--- src/rtl/pong_key_decoder.sv ---
// Turns UART keyboard bytes into Pong controls: held paddle directions,
// a start pulse, a pause toggle, and an unknown-byte pulse.
module pong_key_decoder #(
  parameter int HOLD_CYCLES = 2_500_000,
  parameter int ESC_TIMEOUT = 21_700
) (
  input  logic       i_Clk,
  input  logic       i_Rst_L,
  input  logic       i_RX_DV,
  input  logic [7:0] i_RX_Byte,
  output logic       o_P1_Up,
  output logic       o_P1_Dn,
  output logic       o_P2_Up,
  output logic       o_P2_Dn,
  output logic       o_Start,
  output logic       o_Pause,
  output logic       o_Unknown
);

  localparam int HW = $clog2(HOLD_CYCLES + 1);
  localparam int EW = $clog2(ESC_TIMEOUT + 1);

  localparam logic [HW-1:0] HOLD_LOAD = HW'(HOLD_CYCLES);
  localparam logic [HW-1:0] HOLD_ONE  = HW'(1);
  localparam logic [EW-1:0] ESC_LOAD  = EW'(ESC_TIMEOUT);
  localparam logic [EW-1:0] ESC_ONE   = EW'(1);

  typedef enum logic [1:0] {
    ST_IDLE = 2'd0,
    ST_ESC  = 2'd1,
    ST_CSI  = 2'd2
  } state_e;

  typedef enum logic [1:0] {
    DIR_NONE = 2'b00,
    DIR_UP   = 2'b01,
    DIR_DN   = 2'b10
  } dir_e;

  state_e        state_q, state_d;
  logic [EW-1:0] esc_cnt_q, esc_cnt_d;
  logic          start_q, start_d;
  logic          unknown_q, unknown_d;
  logic          pause_q, pause_d;
  logic          idle_decode;

  // Index 0 is player 1, index 1 is player 2.
  dir_e          dir_q  [2];
  dir_e          dir_d  [2];
  dir_e          p_cmd  [2];
  logic [HW-1:0] hold_q [2];
  logic [HW-1:0] hold_d [2];

  // NOTE: every signal gets a default before the case so no path can leave it
  // unassigned; otherwise synthesis infers a latch.
  always_comb begin
    state_d     = state_q;
    esc_cnt_d   = esc_cnt_q;
    start_d     = 1'b0;
    unknown_d   = 1'b0;
    pause_d     = pause_q;
    idle_decode = 1'b0;
    p_cmd[0]    = DIR_NONE;
    p_cmd[1]    = DIR_NONE;

    case (state_q)
      ST_ESC: begin
        if (i_RX_DV) begin
          if (i_RX_Byte == 8'h5B) begin
            state_d   = ST_CSI;
            esc_cnt_d = ESC_LOAD;
          end else if (i_RX_Byte == 8'h1B) begin
            esc_cnt_d = ESC_LOAD;
          end else begin
            // Not a sequence after all: treat the byte as a plain key.
            state_d     = ST_IDLE;
            esc_cnt_d   = '0;
            idle_decode = 1'b1;
          end
        end else begin
          if (esc_cnt_q != '0) esc_cnt_d = esc_cnt_q - ESC_ONE;
          if (esc_cnt_d == '0) state_d = ST_IDLE;
        end
      end

      ST_CSI: begin
        if (i_RX_DV) begin
          state_d   = ST_IDLE;
          esc_cnt_d = '0;
          case (i_RX_Byte)
            8'h41:   p_cmd[1]  = DIR_UP;
            8'h42:   p_cmd[1]  = DIR_DN;
            default: unknown_d = 1'b1;
          endcase
        end else begin
          if (esc_cnt_q != '0) esc_cnt_d = esc_cnt_q - ESC_ONE;
          if (esc_cnt_d == '0) state_d = ST_IDLE;
        end
      end

      default: idle_decode = i_RX_DV;
    endcase

    if (idle_decode) begin
      case (i_RX_Byte)
        8'h77, 8'h57: p_cmd[0] = DIR_UP;
        8'h73, 8'h53: p_cmd[0] = DIR_DN;
        8'h20:        start_d  = 1'b1;
        8'h70, 8'h50: pause_d  = ~pause_q;
        8'h1B: begin
          state_d   = ST_ESC;
          esc_cnt_d = ESC_LOAD;
        end
        default:      unknown_d = 1'b1;
      endcase
    end
  end

  // A fresh command always wins over expiry, so a key landing on the
  // expiry cycle keeps the paddle moving without a gap.
  always_comb begin
    for (int p = 0; p < 2; p++) begin
      dir_d[p]  = dir_q[p];
      hold_d[p] = hold_q[p];
      if (p_cmd[p] != DIR_NONE) begin
        dir_d[p]  = p_cmd[p];
        hold_d[p] = HOLD_LOAD;
      end else if (hold_q[p] != '0) begin
        hold_d[p] = hold_q[p] - HOLD_ONE;
        if (hold_d[p] == '0) dir_d[p] = DIR_NONE;
      end
    end
  end

  // NOTE: state registers use non-blocking assignments so every flop samples
  // the pre-edge values regardless of statement order.
  always_ff @(posedge i_Clk or negedge i_Rst_L) begin
    if (!i_Rst_L) begin
      state_q   <= ST_IDLE;
      esc_cnt_q <= '0;
      start_q   <= 1'b0;
      unknown_q <= 1'b0;
      pause_q   <= 1'b0;
      for (int p = 0; p < 2; p++) begin
        dir_q[p]  <= DIR_NONE;
        hold_q[p] <= '0;
      end
    end else begin
      state_q   <= state_d;
      esc_cnt_q <= esc_cnt_d;
      start_q   <= start_d;
      unknown_q <= unknown_d;
      pause_q   <= pause_d;
      for (int p = 0; p < 2; p++) begin
        dir_q[p]  <= dir_d[p];
        hold_q[p] <= hold_d[p];
      end
    end
  end

  assign o_P1_Up   = (dir_q[0] == DIR_UP);
  assign o_P1_Dn   = (dir_q[0] == DIR_DN);
  assign o_P2_Up   = (dir_q[1] == DIR_UP);
  assign o_P2_Dn   = (dir_q[1] == DIR_DN);
  assign o_Start   = start_q;
  assign o_Pause   = pause_q;
  assign o_Unknown = unknown_q;

endmodule

--- config.mk ---
export PLATFORM = sky130hd
export DESIGN_NAME = pong_key_decoder
export DESIGN_NICKNAME = d
export VERILOG_FILES = /design/src/rtl/pong_key_decoder.sv
export SDC_FILE = /design/constraint.sdc
export NUM_CORES = 1
export LEC_CHECK = 0
export BUFFER_PORTS_ARGS = -buffer_cell sky130_fd_sc_hd__buf_4
export CORE_MARGIN = 10
export CORE_UTILIZATION = 50
export CTS_CLUSTER_SIZE = 14
export DETAILED_ROUTE_END_ITERATION = 8
export GPL_TIMING_DRIVEN = 0
export PLACE_DENSITY = 0.76
export SETUP_SLACK_MARGIN = 0.4
export SLEW_MARGIN = 20
export SYNTH_ARGS = -nofsm -noshare
export SYNTH_HDL_FRONTEND = slang
export SYNTH_SLANG_ARGS = --single-unit
--- constraint.sdc ---
create_clock -name i_Clk -period 2.83 [get_ports i_Clk]
set_clock_uncertainty 0.15 [all_clocks]
set_input_delay 0.849 -clock i_Clk [delete_from_list [all_inputs] [get_ports i_Clk]]
set_output_delay 0.849 -clock i_Clk [all_outputs]
set_load 0.05 [all_outputs]
Yosys cells after proc, flatten, opt, wreduce, memory -nomap -nowiden:

Index checks and enable logic that the tools add are counted.

* input bits: 11
* register bits: 68
* output and inout bits: 7
* logic and storage cells: 97

* eq/ne operators: 17
* muxes and demuxes: 46
* add/subtract/negate cells: 3
* reduce and logical (&&, ||, !) cells: 21
* bitwise gates (word level): 1

Operators by type and width (count)
* $mux 15: 10
* $mux 22: 4
* $eq 8x7->1 const B: 9
* $logic_not 22->1: 2
* $reduce_bool 22->1: 2
* $sub 22x1->22 const B: 2
* $mux 2: 17
* $logic_not 15->1: 2
* $pmux 15 s2: 1
* $reduce_bool 15->1: 1
* $sub 15x1->15 const B: 1
* $pmux 2 s2: 3
* $reduce_bool 2->1: 6
* $mux 1: 10
* $eq 8x5->1 const B: 1
* $eq 8x6->1 const B: 1
* $reduce_or 2->1: 4
* $reduce_or 8->1: 1
* $eq 2x1->1 const B: 3
* $eq 2x2->1 const B: 3
* $reduce_and 2->1: 3
* $pmux 1 s2: 1
* $not 1->1: 1

Logic depth before layout (Yosys ltp):

* depth after elaboration: 10
* gate-level depth with buffers: 10
* depth with buffers taken out: 8

Worst setup path after synthesis:

OpenSTA, ideal clock, no wires.

* path kind: input port to flip-flop
* from: in i_RX_Byte[3]
* to: reg hold_q[11] (netlist bit)
* slack: 0.261 ns
* path buffers: 1
* data required time: 2.548 ns
* library setup time: 0.132 ns
* cell stages on the path: 7
* data arrival time: 2.287 ns
* cell sequence: or3b_1 > nor4_1 > and3_1 > nand2_1 > nand2_1 > clkbuf_1 > nor2_1

* longest elaborated chain between the ends: 6
* elaborated cells between the ends (all ways): 8
* classes of those cells: eq/ne: 2; mux: 4; reduce/logical: 2

RTL lines
* from (decl): line 10 `input logic [7:0] i_RX_Byte,`
* $eq 8x7->1: line 90 `case (i_RX_Byte)`
* $pmux 2 s2 (*): line 90
* $mux 2 (*): line 87 `if (i_RX_DV) begin`
* $mux 2 (*): line 66 `case (state_q)`
* $reduce_bool 2->1 (*): line 125 `if (p_cmd[p] != DIR_NONE) begin`
* $mux 22 or $reduce_bool 2->1 (tied branches)
* to (signal, indexed assignment): line 156 `hold_q[p] <= hold_d[p];`
* to (decl): line 51 `logic [HW-1:0] hold_q [2];`

Every way passes the cells marked *; elsewhere a longest branch is shown, timed or not.
A chain may end at the register's enable or synchronous reset.

Final worst setup path:

* from: reg esc_cnt_q[11]
* to: reg state_q[1]

* longest elaborated chain between the ends: 10
* elaborated cells between the ends (all ways): 15
* classes of those cells: add/sub: 1; mux: 11; reduce/logical: 3

RTL lines
* from (decl): line 41 `logic [EW-1:0] esc_cnt_q, esc_cnt_d;`
* from (signal assigned): line 150 `esc_cnt_q <= esc_cnt_d;`
* $sub 15x1->15 or $reduce_bool 15->1 (tied branches): line 81, 96
* $mux 15 (*): line 81, 96
* $mux 15 (*): line 68, 87
* $mux 15: line 66
* $logic_not 15->1 (on tied branches): line 97, 82
* $mux 2 (on tied branches): line 97, 82
* $mux 2 (on tied branches): line 87, 68
* $pmux 2 s2 (*): line 66
* $mux 2: line 105 `case (i_RX_Byte)`
* $mux 2 (*): line 104 `if (idle_decode) begin`
* via state_d[1]: line 40 `state_e state_q, state_d;`
* to (signal assigned): line 149 `state_q <= state_d;`
* to (decl): line 40

Mark *: on every way through the listed nets, which the timed path passes. The rest lies on a longest branch. The select of a mux whose other input is x is not followed.

==> results.sh <==
export IMPL_insertion_delay_ps=360
export IMPL_num_io_pins=18
export IMPL_io_buffers=17
export IMPL_grt_max_degree=69
export IMPL_antennaDiodeCount=0
export IMPL_ir_drop_v=0.000408
export IMPL_critPathKind="register to register"
export IMPL_vias=4294
export IMPL_drc=0
export IMPL_path_cells="or4_4 -> or3_4 -> or4b_4 -> nand4_1 -> nor4_4 -> o31ai_2"
export IMPL_swShare_pct=32.8
export IMPL_min_path_cells=1
export IMPL_core_um2=8340
export IMPL_synth_edff_count=0
export IMPL_cp_end_kind="register"
export IMPL_hold_buffers=0
export IMPL_hp_class="register to register"
export IMPL_n_fill_cell=606
export IMPL_avgRoutedWirePerCell_um=17.7
export IMPL_p_seq_share_pct=37.3
export IMPL_p_comb_share_pct=30.8
export IMPL_async_flop_share_pct=100
export IMPL_track_usage_pct=17.2
export IMPL_synth_cell_types=64
export IMPL_netlist_area_um2=4360
export IMPL_synth_seq_cells=68
export IMPL_synth_flop_cell="dfrtp_1"
export IMPL_p_per_area_nw_per_um2=579
export IMPL_cts_buffer_depth=2
export IMPL_cts_sinks=68
export IMPL_ys_warn_count=0
export IMPL_cts_buffers=9
export IMPL_grt_busiest_layer="met2"
export IMPL_final_area_um2=5540
export IMPL_drive_above_1_share_pct=26.5
export IMPL_hold_viol=0
export IMPL_fin_crit_ps=2550
export IMPL_drt_initial_drc_count=400
export IMPL_finalMaxSlewViolations=0
export IMPL_syn_area_per_cell_um2=8.54
export IMPL_cts_tree="built"
export IMPL_setup_tns_ps=0
export IMPL_die_height_um=113
export IMPL_ant_nets=0
export IMPL_reg2reg_slack_ps=280
export IMPL_leakagePower_nw=2.28
export IMPL_switchingPower_mw=1.05
export IMPL_grt_use_met2_pct=27.9
export IMPL_fmax_ghz=0.392
export IMPL_routed_wl_mm=12.1
export IMPL_critPathRequiredTime_ps=2940
export IMPL_ys_seq_area_share_pct=39.1
export IMPL_avgViaCountPerCell=6.29
export IMPL_grtUsageMet3_pct=3.86
export IMPL_synth_largest_area_cell="dfrtp_1"
export IMPL_grt_overflow_total=0
export IMPL_power_mw=3.21
export IMPL_setup_viol=0
export IMPL_die_area_um2=12800
export IMPL_post_dp_hpwl_mm=7.16
export IMPL_reg2reg_depth=6
export IMPL_slew_headroom_pct=42.8
export IMPL_yosys_top_cells_area="dfrtp_1, nor2_1, o21ai_0, xnor2_1, nand2_1"
export IMPL_holdCritStartpoint="o_Pause"
export IMPL_start_util_pct=52.2
export IMPL_syn_to_final_growth_pct=27.3
export IMPL_gp_congestion=0.914
export IMPL_rsz0062_at_grt="true"
export IMPL_antenna_found_initial=0
export IMPL_internal_power_mw=2.15
export IMPL_clock_power_share_pct=31.8
export IMPL_min_period_over_period_pct=90.2
export IMPL_synth_nets=529
export IMPL_synth_top_area_share_pct=39.1
export IMPL_die_w_um=113
export IMPL_cts_root_buf="clkbuf_8"
export IMPL_min_to="o_Pause"
export IMPL_critPathArrivalTime_ps=2660
export IMPL_slowest_delay_ps=560
export IMPL_cp_start_kind="register"
export IMPL_synthCells=510
export IMPL_worstMarginPinSlew_ps=858
export IMPL_clkTransAtPathRegs_ps=80
export IMPL_r2r_end="state_q[1]"
export IMPL_core_rowCount=33
export IMPL_crit_slowest_cell="or4_4"
export IMPL_synth_top_cells_by_count="dfrtp_1, nor2_1, o21ai_0, nand2_1"
export IMPL_place_area_um2=4630
export IMPL_multiInputGateArea_um2=2870
export IMPL_outcome="complete, no violations"
export IMPL_dr_pass1_iters=6
export IMPL_htree_levels=3
export IMPL_nets=592
export IMPL_cp_max_fo=3
export IMPL_grt_pass1_wl_mm=18.9
export IMPL_grt_pass1_vias=4039
export IMPL_use_met1_pct=21.4
export IMPL_seq_area_um2=1710
export IMPL_maxCapViolCount=0
export IMPL_worstReg2RegStart="esc_cnt_q[11]"
-- power groups by stage --
stage          clock (mW)  sequential [mW]  combinational [mW]
2_1_floorplan           0             1.18               0.501
4_1_cts              1.02             1.19               0.791
3_3_place_gp            0             1.18               0.648
5_1_grt              1.08             1.21                1.06
3_5_place_dp            0             1.19               0.662
6_report             1.02             1.20               0.989
-- registers in the layout, indices dropped and copies added, names as in the netlist --
| name | count |
|---|---|
| hold_q | 44 |
| o_Unknown | 1 |
| o_Start | 1 |
| esc_cnt_q | 15 |
| dir_q | 4 |
| o_Pause | 1 |
| state_q | 2 |
-- through the flow --
step	setup slack, ps	hold WS [ps]	instances	utilization [%]
6_report	277	326	683	66.5
5_1_grt	223	353	683	66.5
3_3_place_gp	-33.4	313	632	55.5
2_1_floorplan	402	316	510	-
3_5_place_dp	-61.0	309	632	55.5
4_1_cts	316	326	662	61.8
-- cells by family (layout without fill, tap and decap cells) --
logic type | count (synthesis) | in the layout | synth area share, %
simple gates | 239 | 239 | 29.6
buf+inv | 34 | 102 | 2.93
compound gates | 118 | 118 | 17.4
mux | 3 | 3 | 0.718
xor+xnor | 40 | 40 | 8.04
flops | 68 | 68 | 39.1
fa+ha+maj | 8 | 8 | 2.30
-- cell usage in the layout (no fill, tap or decap), drive strengths merged, types with 5 or more instances in the layout --
cell type   n
ha          8
nand4       9
o31ai       5
a21oi      13
or4         9
xor2       17
nor4       13
a31oi       9
a21o        7
nor3       23
o211ai      6
o21ai      48
buf        55
dfrtp      68
and2        7
nor2       68
nor2b       7
inv        19
nand2      41
nand3      16
xnor2      23
or2         8
nand2b      8
or3         7
clkbuf     24
-- worst max path at each step --
stage | to | from | slack [ps]
global placement | hold_q[6] | i_RX_Byte[3] | -30
global route | state_q[1] | esc_cnt_q[11] | 220
floorplan | state_q[1] | esc_cnt_q[9] | 400
detailed placement | hold_q[9] | i_RX_Byte[3] | -60
finish | state_q[1] | esc_cnt_q[11] | 280
CTS | state_q[1] | esc_cnt_q[9] | 320
-- timing repair --
item | CTS | global route
resized for setup | 43 | 63
setup buffers | 14 | 20
pin swaps | 17 | 29
hold endpoints to repair | 0 | 0
endpoints found under the setup margin | 40 | 54
cloned | 0 | 1
-- worst max-delay path: cells and delay by family (launching register included) --
family	cells	cell delay [ps]
simple gates	5	1670
flops	1	390
compound gates	1	240
-- metal layers --
metal,share of wire [%],vias to the layer above,routed length [µm]
met2,48,218,5780
met4,2.6,0,319
met1,42,2065,5140
met3,7.1,42,860
li1,-,1969,-
met5,0,-,0
-- final cells by class --
| type | count | area share [%] |
|---|---|---|
| Multi-Input combinational cell | 408 | 51.8 |
| Timing Repair Buffer | 52 | 7.42 |
| Clock inverter | 4 | 1.72 |
| Clock buffer | 12 | 2.80 |
| Tap cell | 105 | 2.37 |
| Buffer | 15 | 1.67 |
| Sequential cell | 68 | 30.9 |
| Inverter | 19 | 1.38 |
No activity file was read; power rests on OpenSTA's default activity.
